<file path="config.mk">
export PLATFORM = sky130hd
export DESIGN_NAME = ni_flit_depacketizer_flat
export DESIGN_NICKNAME = d
export VERILOG_FILES = /design/src/rtl/ni_flit_depacketizer_if.sv /design/src/rtl/ni_flit_depacketizer.sv /design/src/flat_wrapper.sv
export SDC_FILE = /design/constraint.sdc
export NUM_CORES = 1
export LEC_CHECK = 0
export BUFFER_PORTS_ARGS = -buffer_cell sky130_fd_sc_hd__buf_2
export CAP_MARGIN = 10
export CORE_ASPECT_RATIO = 1.2
export CORE_UTILIZATION = 51
export DETAILED_ROUTE_END_ITERATION = 10
export HOLD_SLACK_MARGIN = 0.1
export PLACE_DENSITY = 0.92
export SLEW_MARGIN = 10
export SYNTH_ARGS = -nofsm -noshare
export SYNTH_HDL_FRONTEND = slang
export SYNTH_SLANG_ARGS = --single-unit
export TNS_END_PERCENT = 1
</file>
<file path="constraint.sdc">
create_clock -name clock -period 3 [get_ports clock]
set_input_delay 0.15 -clock clock [delete_from_list [all_inputs] [get_ports clock]]
set_output_delay 0.15 -clock clock [all_outputs]
set_load 0.05 [all_outputs]
</file>
<file path="src/rtl/ni_flit_depacketizer_if.sv">
// Flit link bundle between the NoC receive port, the depacketizer and the NI core.
// The err_count signal exists only when NI_RX_ERR_CNT_EN is defined.
interface ni_flit_depacketizer_if #(
  parameter int FLIT_WIDTH = 32,
  parameter int CNT_WIDTH  = 4,
  parameter int FTYPEWD    = 3
);
  logic [FLIT_WIDTH-1:0] in_flit;
  logic [FTYPEWD-1:0]    in_type;
  logic                  in_valid;
  logic                  in_ready;
  logic [FLIT_WIDTH-1:0] out_flit;
  logic                  out_first;
  logic                  out_last;
  logic [CNT_WIDTH-1:0]  out_index;
  logic                  out_valid;
  logic                  out_ready;
  logic                  seq_err;
  logic                  len_err;
`ifdef NI_RX_ERR_CNT_EN
  logic [7:0]            err_count;

  modport slave (
    input  in_flit, in_type, in_valid, out_ready,
    output in_ready, out_flit, out_first, out_last,
    output out_index, out_valid, seq_err, len_err,
    output err_count
  );

  modport master (
    output in_flit, in_type, in_valid, out_ready,
    input  in_ready, out_flit, out_first, out_last,
    input  out_index, out_valid, seq_err, len_err,
    input  err_count
  );
`else
  modport slave (
    input  in_flit, in_type, in_valid, out_ready,
    output in_ready, out_flit, out_first, out_last,
    output out_index, out_valid, seq_err, len_err
  );

  modport master (
    output in_flit, in_type, in_valid, out_ready,
    input  in_ready, out_flit, out_first, out_last,
    input  out_index, out_valid, seq_err, len_err
  );
`endif
endinterface

</file>
<file path="src/rtl/ni_flit_depacketizer.sv">
// Receive-side flit sequencer: checks HEAD/PAYL/TAIL/SING grammar, tags flits.
// Optional saturating error counter enabled by defining NI_RX_ERR_CNT_EN.
module ni_flit_depacketizer #(
  parameter int FLIT_WIDTH = 32,
  parameter int CNT_WIDTH  = 4
) (
  input logic clock,
  input logic reset,
  ni_flit_depacketizer_if.slave bus
);
  localparam int FTYPEWD = 3;
  localparam logic [FTYPEWD-1:0] ENC_HEAD = 3'd1;
  localparam logic [FTYPEWD-1:0] ENC_PAYL = 3'd2;
  localparam logic [FTYPEWD-1:0] ENC_TAIL = 3'd3;
  localparam logic [FTYPEWD-1:0] ENC_SING = 3'd4;

  localparam logic [0:0] IDLE = 1'b0;
  localparam logic [0:0] BODY = 1'b1;

  localparam logic [CNT_WIDTH-1:0] CNT_MAX = '1;

  logic [0:0]            state;
  logic [0:0]            state_nxt;
  logic [CNT_WIDTH-1:0]  cnt;
  logic [CNT_WIDTH-1:0]  cnt_nxt;
  logic [CNT_WIDTH-1:0]  step;
  logic                  sat;
  logic                  in_rdy;
  logic                  acc;
  logic                  fwd;
  logic                  seq;
  logic                  len;
  logic                  first_nxt;
  logic                  last_nxt;
  logic                  is_head;
  logic                  is_payl;
  logic                  is_tail;
  logic                  is_sing;
  logic                  in_body;

  logic [FLIT_WIDTH-1:0] o_flit;
  logic                  o_first;
  logic                  o_last;
  logic [CNT_WIDTH-1:0]  o_index;
  logic                  o_valid;
  logic                  o_seq;
  logic                  o_len;

  assign in_rdy  = !reset && (!o_valid || bus.out_ready);
  assign acc     = bus.in_valid && in_rdy;
  assign is_head = (bus.in_type == ENC_HEAD);
  assign is_payl = (bus.in_type == ENC_PAYL);
  assign is_tail = (bus.in_type == ENC_TAIL);
  assign is_sing = (bus.in_type == ENC_SING);
  assign in_body = (state == BODY);
  assign sat     = (cnt == CNT_MAX);
  assign step    = sat ? cnt : cnt + 1'b1;

  assign bus.in_ready  = in_rdy;
  assign bus.out_flit  = o_flit;
  assign bus.out_first = o_first;
  assign bus.out_last  = o_last;
  assign bus.out_index = o_index;
  assign bus.out_valid = o_valid;
  assign bus.seq_err   = o_seq;
  assign bus.len_err   = o_len;

  // Grammar check and next index for the flit on the input
  always_comb begin
    state_nxt = state;
    cnt_nxt   = cnt;
    fwd       = 1'b0;
    seq       = 1'b0;
    len       = 1'b0;
    first_nxt = 1'b0;
    last_nxt  = 1'b0;
    unique case (1'b1)
      is_head: begin
        fwd       = 1'b1;
        first_nxt = 1'b1;
        cnt_nxt   = '0;
        state_nxt = BODY;
        seq       = in_body;
      end
      is_sing: begin
        fwd       = 1'b1;
        first_nxt = 1'b1;
        last_nxt  = 1'b1;
        cnt_nxt   = '0;
        state_nxt = IDLE;
        seq       = in_body;
      end
      is_payl: begin
        if (in_body) begin
          fwd     = 1'b1;
          cnt_nxt = step;
          len     = sat;
        end else begin
          seq = 1'b1;
        end
      end
      is_tail: begin
        if (in_body) begin
          fwd       = 1'b1;
          cnt_nxt   = step;
          len       = sat;
          last_nxt  = 1'b1;
          state_nxt = IDLE;
        end else begin
          seq = 1'b1;
        end
      end
      default: seq = 1'b1;
    endcase
  end

  // Packet state advances only on accepted flits
  always_ff @(posedge clock) begin
    if (reset) begin
      state <= IDLE;
      cnt   <= '0;
    end else if (acc) begin
      state <= state_nxt;
      cnt   <= cnt_nxt;
    end
  end

  // One-deep output stage; a dropped flit only lets a pop drain it
  always_ff @(posedge clock) begin
    if (reset) begin
      o_valid <= 1'b0;
      o_flit  <= '0;
      o_first <= 1'b0;
      o_last  <= 1'b0;
      o_index <= '0;
    end else if (acc && fwd) begin
      o_valid <= 1'b1;
      o_flit  <= bus.in_flit;
      o_first <= first_nxt;
      o_last  <= last_nxt;
      o_index <= cnt_nxt;
    end else if (o_valid && bus.out_ready) begin
      o_valid <= 1'b0;
    end
  end

  // Error pulses for the flit accepted at this edge
  always_ff @(posedge clock) begin
    if (reset) begin
      o_seq <= 1'b0;
      o_len <= 1'b0;
    end else begin
      o_seq <= acc && seq;
      o_len <= acc && len;
    end
  end

`ifdef NI_RX_ERR_CNT_EN
  logic [7:0] err_cnt;

  assign bus.err_count = err_cnt;

  // Count error cycles, saturating at 255
  always_ff @(posedge clock) begin
    if (reset) begin
      err_cnt <= '0;
    end else if ((o_seq || o_len) && err_cnt != 8'hFF) begin
      err_cnt <= err_cnt + 8'd1;
    end
  end
`endif

endmodule
</file>
<file path="src/flat_wrapper.sv">
// flat-port wrapper written by rule: the top's interface ports become plain ports
module ni_flit_depacketizer_flat 
#(
  parameter int FLIT_WIDTH = 32,
  parameter int CNT_WIDTH  = 4
)
  (clock, reset, bus_in_flit, bus_in_type, bus_in_valid, bus_out_ready, bus_in_ready, bus_out_flit, bus_out_first, bus_out_last, bus_out_index, bus_out_valid, bus_seq_err, bus_len_err);
  ni_flit_depacketizer_if #(.FLIT_WIDTH(FLIT_WIDTH), .CNT_WIDTH(CNT_WIDTH)) bus_i ();
  input logic clock;
  input logic reset;
  input wire logic [$bits(bus_i.in_flit)-1:0] bus_in_flit;
  input wire logic [$bits(bus_i.in_type)-1:0] bus_in_type;
  input wire logic [$bits(bus_i.in_valid)-1:0] bus_in_valid;
  input wire logic [$bits(bus_i.out_ready)-1:0] bus_out_ready;
  output wire logic [$bits(bus_i.in_ready)-1:0] bus_in_ready;
  output wire logic [$bits(bus_i.out_flit)-1:0] bus_out_flit;
  output wire logic [$bits(bus_i.out_first)-1:0] bus_out_first;
  output wire logic [$bits(bus_i.out_last)-1:0] bus_out_last;
  output wire logic [$bits(bus_i.out_index)-1:0] bus_out_index;
  output wire logic [$bits(bus_i.out_valid)-1:0] bus_out_valid;
  output wire logic [$bits(bus_i.seq_err)-1:0] bus_seq_err;
  output wire logic [$bits(bus_i.len_err)-1:0] bus_len_err;
  assign bus_i.in_flit = bus_in_flit;
  assign bus_i.in_type = bus_in_type;
  assign bus_i.in_valid = bus_in_valid;
  assign bus_i.out_ready = bus_out_ready;
  assign bus_in_ready = bus_i.in_ready;
  assign bus_out_flit = bus_i.out_flit;
  assign bus_out_first = bus_i.out_first;
  assign bus_out_last = bus_i.out_last;
  assign bus_out_index = bus_i.out_index;
  assign bus_out_valid = bus_i.out_valid;
  assign bus_seq_err = bus_i.seq_err;
  assign bus_len_err = bus_i.len_err;
  ni_flit_depacketizer #(.FLIT_WIDTH(FLIT_WIDTH), .CNT_WIDTH(CNT_WIDTH)) u_core (.clock(clock), .reset(reset), .bus(bus_i));
endmodule
</file>
== Word level (Yosys, flattened, before mapping) ==
Index checks and enable logic that the tools add are counted.

* Output and inout port bits: 42
* Bits of input ports: 39
* Bits in registers: 46

* Equality and inequality tests: 5
* Muxes and demuxes: 14
* Add/sub/neg operators: 1
* Reductions and logical operators: 15

{| class="wikitable"
|+ Operators with widths
! cell !! number
|-
| $mux W4 || 2
|-
| $pmux W1 S2 || 4
|-
| $pmux W4 S2 || 1
|-
| $mux W1 || 7
|-
| $eq A3 B2 Y1 const B || 2
|-
| $logic_and A1 B1 Y1 || 6
|-
| $reduce_or A2 Y1 || 3
|-
| $add A4 B1 Y4 const B || 1
|-
| $eq A4 B4 Y1 const B || 1
|-
| $reduce_bool A2 Y1 || 2
|-
| $eq A3 B1 Y1 const B || 1
|-
| $eq A3 B3 Y1 const B || 1
|-
| $logic_not A1 Y1 || 2
|-
| $reduce_and A2 Y1 || 1
|-
| $logic_or A1 B1 Y1 || 1
|}

== Logic depth before layout (Yosys ltp) ==
Gate-level depths: netlist of the first run.

* Depth after elaboration: 6
* Mapped depth: 7

== Worst setup path before layout of the first run ==
No wires, ideal clock.

* Path kind: flip-flop to flip-flop
* Start point: reg u_core.o_valid (netlist: u_core.bus.out_valid)
* End point: reg u_core.o_index[2] (netlist: u_core.bus.out_index[2])
* Data arrival time: 1430 ps
* Cell stages (with the launch flop): 6
* Clock period less this slack: 1562 ps
* Slack: 1438 ps
* Buffers on the path: 1
* Library setup time: 132 ps
* Cell sequence: dfxtp_1 nor2b_1 nor2_4 buf_2 o2111ai_1 a21oi_1

* Cells in the longest elaborated chain, start to end: 5

{| class="wikitable"
|+ Ends and longest elaborated chain
! item !! line !! text
|-
| start: declaration || ni_flit_depacketizer.sv:45 || <nowiki>logic o_valid;</nowiki>
|-
| start signal: assignment || ni_flit_depacketizer.sv:131 || <nowiki>o_valid <= 1'b0;</nowiki>
|-
| start signal: assignment || ni_flit_depacketizer.sv:137 || <nowiki>o_valid <= 1'b1;</nowiki>
|-
| start signal: assignment || ni_flit_depacketizer.sv:143 || <nowiki>o_valid <= 1'b0;</nowiki>
|-
| $logic_not A1 Y1 || ni_flit_depacketizer.sv:49 || <nowiki>assign in_rdy = !reset && (!o_valid || bus.out_ready);</nowiki>
|-
| $logic_or A1 B1 Y1 || ni_flit_depacketizer.sv:49 ||
|-
| $logic_and A1 B1 Y1 || ni_flit_depacketizer.sv:49 ||
|-
| $logic_and A1 B1 Y1 || ni_flit_depacketizer.sv:50 || <nowiki>assign acc = bus.in_valid && in_rdy;</nowiki>
|-
| $logic_and A1 B1 Y1 || ni_flit_depacketizer.sv:136 || <nowiki>end else if (acc && fwd) begin</nowiki>
|-
| end signal: assignment || ni_flit_depacketizer.sv:141 || <nowiki>o_index <= cnt_nxt;</nowiki>
|-
| end: declaration || ni_flit_depacketizer.sv:44 || <nowiki>logic [CNT_WIDTH-1:0] o_index;</nowiki>
|}

No other way between the ends.
A chain may end at the register's enable or synchronous reset.

== Final worst setup path of the first run ==
* Start point: reg u_core.state (netlist: u_core.in_body)
* End point: reg u_core.o_flit[2] (netlist: u_core.bus.out_flit[2])

* Cells in the longest elaborated chain, start to end: 3

{| class="wikitable"
|+ Ends and longest elaborated chain
! item !! line !! text
|-
| start: declaration || ni_flit_depacketizer.sv:22 || <nowiki>logic [0:0] state;</nowiki>
|-
| start signal: assignment || ni_flit_depacketizer.sv:123 || <nowiki>state <= state_nxt;</nowiki>
|-
| $mux W1 || ni_flit_depacketizer.sv:94, ni_flit_depacketizer.sv:103 ||
|-
| $pmux W1 S2 || ni_flit_depacketizer.sv:77 || <nowiki>unique case (1'b1)</nowiki>
|-
| $logic_and A1 B1 Y1 || ni_flit_depacketizer.sv:136 ||
|-
| end signal: assignment || ni_flit_depacketizer.sv:138 || <nowiki>o_flit <= bus.in_flit;</nowiki>
|-
| end: declaration || ni_flit_depacketizer.sv:41 || <nowiki>logic [FLIT_WIDTH-1:0] o_flit;</nowiki>
|}

No other way between the ends.

==> flow_summary.json, run 1 <==
{
  "htreeDepth": 2,
  "initial_core_util_pct": 53.79,
  "grt_pass1_wl_microns": 7852,
  "instances_no_fill": 361,
  "via_count": 2014,
  "drt_iter0_markers": 199,
  "fin_setup_tns_ns": 0,
  "synth_top_area_cell": "dfxtp_1",
  "cts_sinks": 46,
  "synth_top_area_share_pct": 46.35,
  "grt_max_degree": 45,
  "final-setup-viol-count": 0,
  "synth_warnings": 0,
  "route.detailed.drc": 0,
  "io_buffers": 80,
  "max-slew-margin-rel_pct": 33.99,
  "cap_violations": 0,
  "dp.final_hpwl_microns": 3147,
  "fin_skew_ns": 0.007083,
  "power.density_mw_per_mm2": 502.9,
  "cts.path.max_buffers": 2,
  "path_cells": "nand3b_4 > o21a_1 > o21ai_0 > a21oi_1",
  "dr.pass1.iters": 4,
  "chipWidth_microns": 58.98,
  "worstHoldPathType": "in2reg",
  "cp-start-kind": "flip-flop",
  "gr-usage-all-layers_pct": 24.11,
  "grt_setup_unrepaired": "no",
  "avgSynthCellArea_sq_um": 8.491,
  "path_class": "reg2reg",
  "arrival_ns": 1.99,
  "cts-buffers-inserted": 5,
  "areaGrowthSynthToFinish_pct": 27.27,
  "worst_pin_slew_ns": 0.9902,
  "yosysSeqAreaShare_pct": 46.35,
  "grt_antenna_before_repair": 0,
  "synthFlopType": "dfxtp_1",
  "synth-edff-count": 0,
  "boundaryPins": 81,
  "crit_slowest_cell": "o21a_1",
  "slew_viol_final": 0,
  "synth_commonest_cells": "dfxtp_1, a21oi_1, o21ai_0",
  "critPathMaxFanout": 34,
  "ctsRootBufferMaster": "clkbuf_8",
  "place.gp.congestion": 0.8306,
  "synth_cells": 234,
  "finalHoldViolations": 0,
  "ys_top_cells_by_area": "dfxtp_1, a21oi_1, o21ai_0",
  "grt_pass1_vias": 1788,
  "status": "completed",
  "irDropWorstVdd_mv": 0.5205,
  "dp.cells": 346,
  "cp.required_ns": 3.22,
  "rows": 24,
  "dieHeight_microns": 70.38,
  "fin_crit_sh_pct": 59.07,
  "synth-seq-cells": 46,
  "cts_tree": "built",
  "max_freq_mhz": 564.3,
  "async_reset_ff_share_pct": 0,
  "synth.net_count": 274,
  "nets": 348,
  "synth_area_sq_mm": 0.001987,
  "leakage_nw": 1.070,
  "clkTransAtPathRegs_ns": 0.08,
  "synth.distinct_cells": 40,
  "synth_most_common_cell": "dfxtp_1",
  "coreArea_sq_mm": 0.003694,
  "clk-insertion-delay-late_ns": 0.29,
  "grt_remaining_overflow": 0,
  "cpPeakStageDelay_ns": 0.80,
  "n_antenna_cell": 0,
  "finalWirelength_microns": 4863,
  "via_per_inst": 5.579,
  "cp-end-kind": "flip-flop",
  "dieArea_sq_mm": 0.004151,
  "antenna_left": 0,
  "drive_gt1_share_pct": 30.74,
  "fin_crit_ns": 1.772,
  "wl_per_cell_microns": 13.47
}
worst max-delay path, delay by kind of cell (launching register included):
family / cells / cell delay (ns)
AO/OA/AOI/OAI: 3 / 1.16
flip-flops: 1 / 0.37
AND/OR/NAND/NOR: 1 / 0.15
timing repair:
item | CTS | global route
hold buffers | 7 | 0
resized for setup | 0 | 0
hold endpoints to repair | 7 | 0
buffers inserted | 0 | 0
path summary, 6_finish.rpt:
check | start | endpoint | slack [ns] | cells after the start
worst min-delay path | bus_in_flit[10] | u_core.bus.out_flit[10] | 0.11 | 3
worst max-delay path | u_core.in_body | u_core.bus.out_flit[2] | 1.23 | 4
worst max register to register | u_core.in_body | u_core.bus.out_flit[2] | 1.23 | 4
worst min register to register | u_core.bus.out_flit[27] | u_core.bus.out_flit[27] | 0.47 | 2
power by group:
| group | total (mW) | switching [mW] | internal [mW] |
|---|---|---|---|
| logic | 0.193 | 0.136 | 0.0573 |
| registers | 0.631 | 0.00654 | 0.624 |
| clock network | 0.447 | 0.199 | 0.248 |
final cells by class:
type,count,area [sq um]
fillers,307,1165
well taps,52,65.06
inverters,1,3.754
repair buffers,89,485.5
clock buffers,6,72.57
multi-input cells,165,943.4
clock inverters,2,37.54
flip-flops and latches,46,920.9
logic make-up (layout without fill, tap and decap cells):
logic type / Yosys count / in the layout / share of synthesized area [%]
compound gates: 91 / 91 / 25.00
simple gates: 70 / 70 / 20.03
flops: 46 / 46 / 46.35
buf+inv: 23 / 98 / 6.171
mux: 2 / 2 / 1.008
fa+ha+maj: 1 / 1 / 0.6296
xor+xnor: 1 / 1 / 0.8189
placed cells by master, fill, tap and decap left out, types with 2 or more instances in the layout:
cell,count
clkbuf_8,5
a31oi_1,2
buf_2,80
dfxtp_1,46
nand2b_1,2
nand2_1,4
nand3_1,35
a21oi_1,42
buf_4,2
nor3_1,8
mux2i_1,2
o21ai_0,37
nor2_1,6
nor3b_1,2
o21a_1,2
dlygate4sd3_1,7
flip-flops by register name (all words and copies together), names as in the netlist:
signal,flops
u_core.bus.len_err,1
u_core.bus.out_first,1
u_core.bus.out_flit,32
u_core.bus.out_index,4
u_core.bus.out_last,1
u_core.bus.out_valid,1
u_core.bus.seq_err,1
u_core.cnt,4
u_core.in_body,1
layer usage:
metal	share of wire, %	track usage (%)	vias up
met5	0	0	-
met4	2.4	11.38	0
met3	5.2	4.630	13
met2	51	40.53	74
met1	41	28.81	930
li1	-	-	997
per-stage QoR:
stage,instance area [sq um],power [mW],worst slack (ns),hold slack (ns),util (%)
after global placement,2349,0.8287,1.256,0.4053,63.58
after floorplan,1987,0.7824,1.438,0.2977,-
after CTS,2529,1.280,1.211,0.1001,68.46
final,2529,1.272,1.228,0.1056,68.46
after global routing,2529,1.321,1.027,0.1047,68.46
after detailed placement,2349,0.8307,1.160,0.4111,63.58
Power figures use the tool's default switching activity.
==> inputs of run 2 (changes only) <==
Settings changed: ABC_AREA from default to 1, CORE_UTILIZATION 51 to 47, PLACE_DENSITY 0.92 to 0.87.
Clock period 3 ns to 1.85 ns, I/O delays scaled along.
==> flow_summary.json, run 2 <==
{
  "cap_violations": 0,
  "dieArea_sq_mm": 0.004251,
  "irDropWorstVdd_mv": 0.4372,
  "dp.final_hpwl_microns": 2951,
  "place.gp.congestion": 0.8757,
  "holdPathStages": 4,
  "ctsRootBufferMaster": "clkbuf_8",
  "path_class": "in2reg",
  "synth_top_area_share_pct": 49.07,
  "cts-buffers-inserted": 5,
  "via_count": 1959,
  "synth_commonest_cells": "nor2_1, dfxtp_1, o21ai_0",
  "leakage_nw": 1.309,
  "synth.net_count": 289,
  "route.detailed.drc": 0,
  "grt_setup_unrepaired": "no",
  "grt_max_degree": 36,
  "grt_remaining_overflow": 0,
  "finalHoldViolations": 0,
  "largest_reg_flops": 32,
  "postCtsHoldBufs": 33,
  "post_cts_buffers": 0,
  "status": "completed",
  "drt_iter0_markers": 86,
  "drive_gt1_share_pct": 28.18,
  "synth-edff-count": 0,
  "final_common_cell": "buf_2",
  "final-setup-viol-count": 0,
  "final_cell_mix": "buf_2, nor2_1, dfxtp_1, o21ai_0, dlygate4sd3_1",
  "rows": 24,
  "via_per_inst": 4.732,
  "n_antenna_cell": 0,
  "boundaryPins": 81,
  "initial_core_util_pct": 50.40,
  "path_cells": "dlygate4sd3_1 > buf_2 > nor3_4 > nand2_4 > buf_4 > o21ai_0 > nor2_1",
  "worstHoldPathType": "in2reg",
  "max-slew-margin-rel_pct": 76.24,
  "synth_top_area_cell": "dfxtp_1",
  "clk-insertion-delay-late_ns": 0.29,
  "nets": 401,
  "cpPeakStageDelay_ns": 0.53,
  "cts_resized": 0,
  "final_util_pct": 72.78,
  "instances_no_fill": 414,
  "slew_viol_final": 0,
  "r2r_cells": 8,
  "synth_cells": 249,
  "cts_sinks": 46,
  "io_buffers": 80,
  "async_reset_ff_share_pct": 0,
  "power.density_mw_per_mm2": 754.0,
  "finalPower_mw": 2.043,
  "synth-seq-cells": 46,
  "dr.pass1.iters": 4,
  "crit_slowest_cell": "dlygate4sd3_1",
  "fin_setup_tns_ns": 0,
  "synth_most_common_cell": "nor2_1",
  "dp.cells": 373,
  "critPathMaxFanout": 32,
  "grt_pass1_wl_microns": 7320,
  "synth_warnings": 0,
  "gr-usage-all-layers_pct": 22.30,
  "htreeDepth": 2,
  "cp.required_ns": 2.04,
  "yosysSeqAreaShare_pct": 49.07,
  "areaGrowthSynthToFinish_pct": 44.40,
  "cp-end-kind": "flip-flop",
  "chipWidth_microns": 59.69,
  "wl_per_cell_microns": 11.35,
  "fin_crit_ns": 1.525,
  "max_freq_mhz": 655.8,
  "worst_pin_slew_ns": 0.3551,
  "antenna_left": 0,
  "cp-start-kind": "primary input",
  "synthFlopType": "dfxtp_1",
  "clkTransAtPathRegs_ns": 0.08,
  "arrival_ns": 1.71,
  "cts_tree": "built",
  "fin_skew_ns": 0.004049,
  "dieHeight_microns": 71.22,
  "post_dp_cell_area_sq_mm": 0.002285,
  "coreArea_sq_mm": 0.003724,
  "design_area_sq_mm": 0.002710,
  "grt_antenna_before_repair": 0,
  "cts.path.max_buffers": 2,
  "synth.distinct_cells": 24,
  "ys_top_cells_by_area": "dfxtp_1, nor2_1, o21ai_0",
  "avgSynthCellArea_sq_um": 7.537,
  "grt_pass1_vias": 1789,
  "nFillCells": 312,
  "synth_area_sq_mm": 0.001877,
  "fin_crit_sh_pct": 82.42,
  "finalWirelength_microns": 4700
}
-- run 2: final timing paths --
path                             start                 endpoint  slack (ns)
setup reg to reg  u_core.bus.out_valid  u_core.bus.out_index[1]        0.37
hold / removal           bus_out_ready     u_core.bus.out_valid        0.15
setup / recovery                 reset  u_core.bus.out_flit[11]        0.33
hold reg to reg   u_core.bus.out_first     u_core.bus.out_first        0.47
-- run 2: per-layer routing --
metal  wire length, microns  global-route usage, %  vias to the layer above  part of all wire (%)
li1                       -                      -                     1017                     -
met1                   1921                  22.62                      873                    41
met2                   2467                  42.72                       61                    52
met3                    249                  5.054                        8                   5.3
met4                     62                  8.010                        0                   1.3
met5                      0                      0                        -                     0
-- run 2: final cells by class --
| cell class | count | area, sq um | area share [%] |
|---|---|---|---|
| clock buffers | 6 | 82.58 | 3.047 |
| multi-input cells | 176 | 807.0 | 29.78 |
| repair buffers | 117 | 760.7 | 28.07 |
| clock inverters | 2 | 12.51 | 0.4617 |
| well taps | 52 | 65.06 | 2.401 |
| inverters | 15 | 61.31 | 2.262 |
| flip-flops and latches | 46 | 920.9 | 33.98 |
-- run 2: cells by family after synthesis --
group / count (synthesis) / synth area share (%)
simple gates: 130 / 29.53
fa+ha+maj: 1 / 0.6666
compound gates: 45 / 12.67
flops: 46 / 49.07
buf+inv: 27 / 8.066
-- run 2: worst max-delay path, delay by kind of cell --
family,cells,cell delay (ns)
AND/OR/NAND/NOR,3,0.48
AO/OA/AOI/OAI,1,0.18
buffers and inverters,3,0.94
-- run 2: through the flow --
stage / setup slack (ns) / hold WS, ns
finish: 0.3252 / 0.1467
floorplan: 0.1238 / 0.1616
global route: 0.1993 / 0.1522
global placement: 0.4329 / 0.3374
CTS: 0.3381 / 0.1411
detailed placement: 0.3844 / 0.3415
-- run 2: where the power goes --
part           switching (mW)  internal (mW)  total [mW]
logic                   0.238          0.139       0.377
clock network           0.327          0.300       0.628
registers              0.0159           1.02        1.04
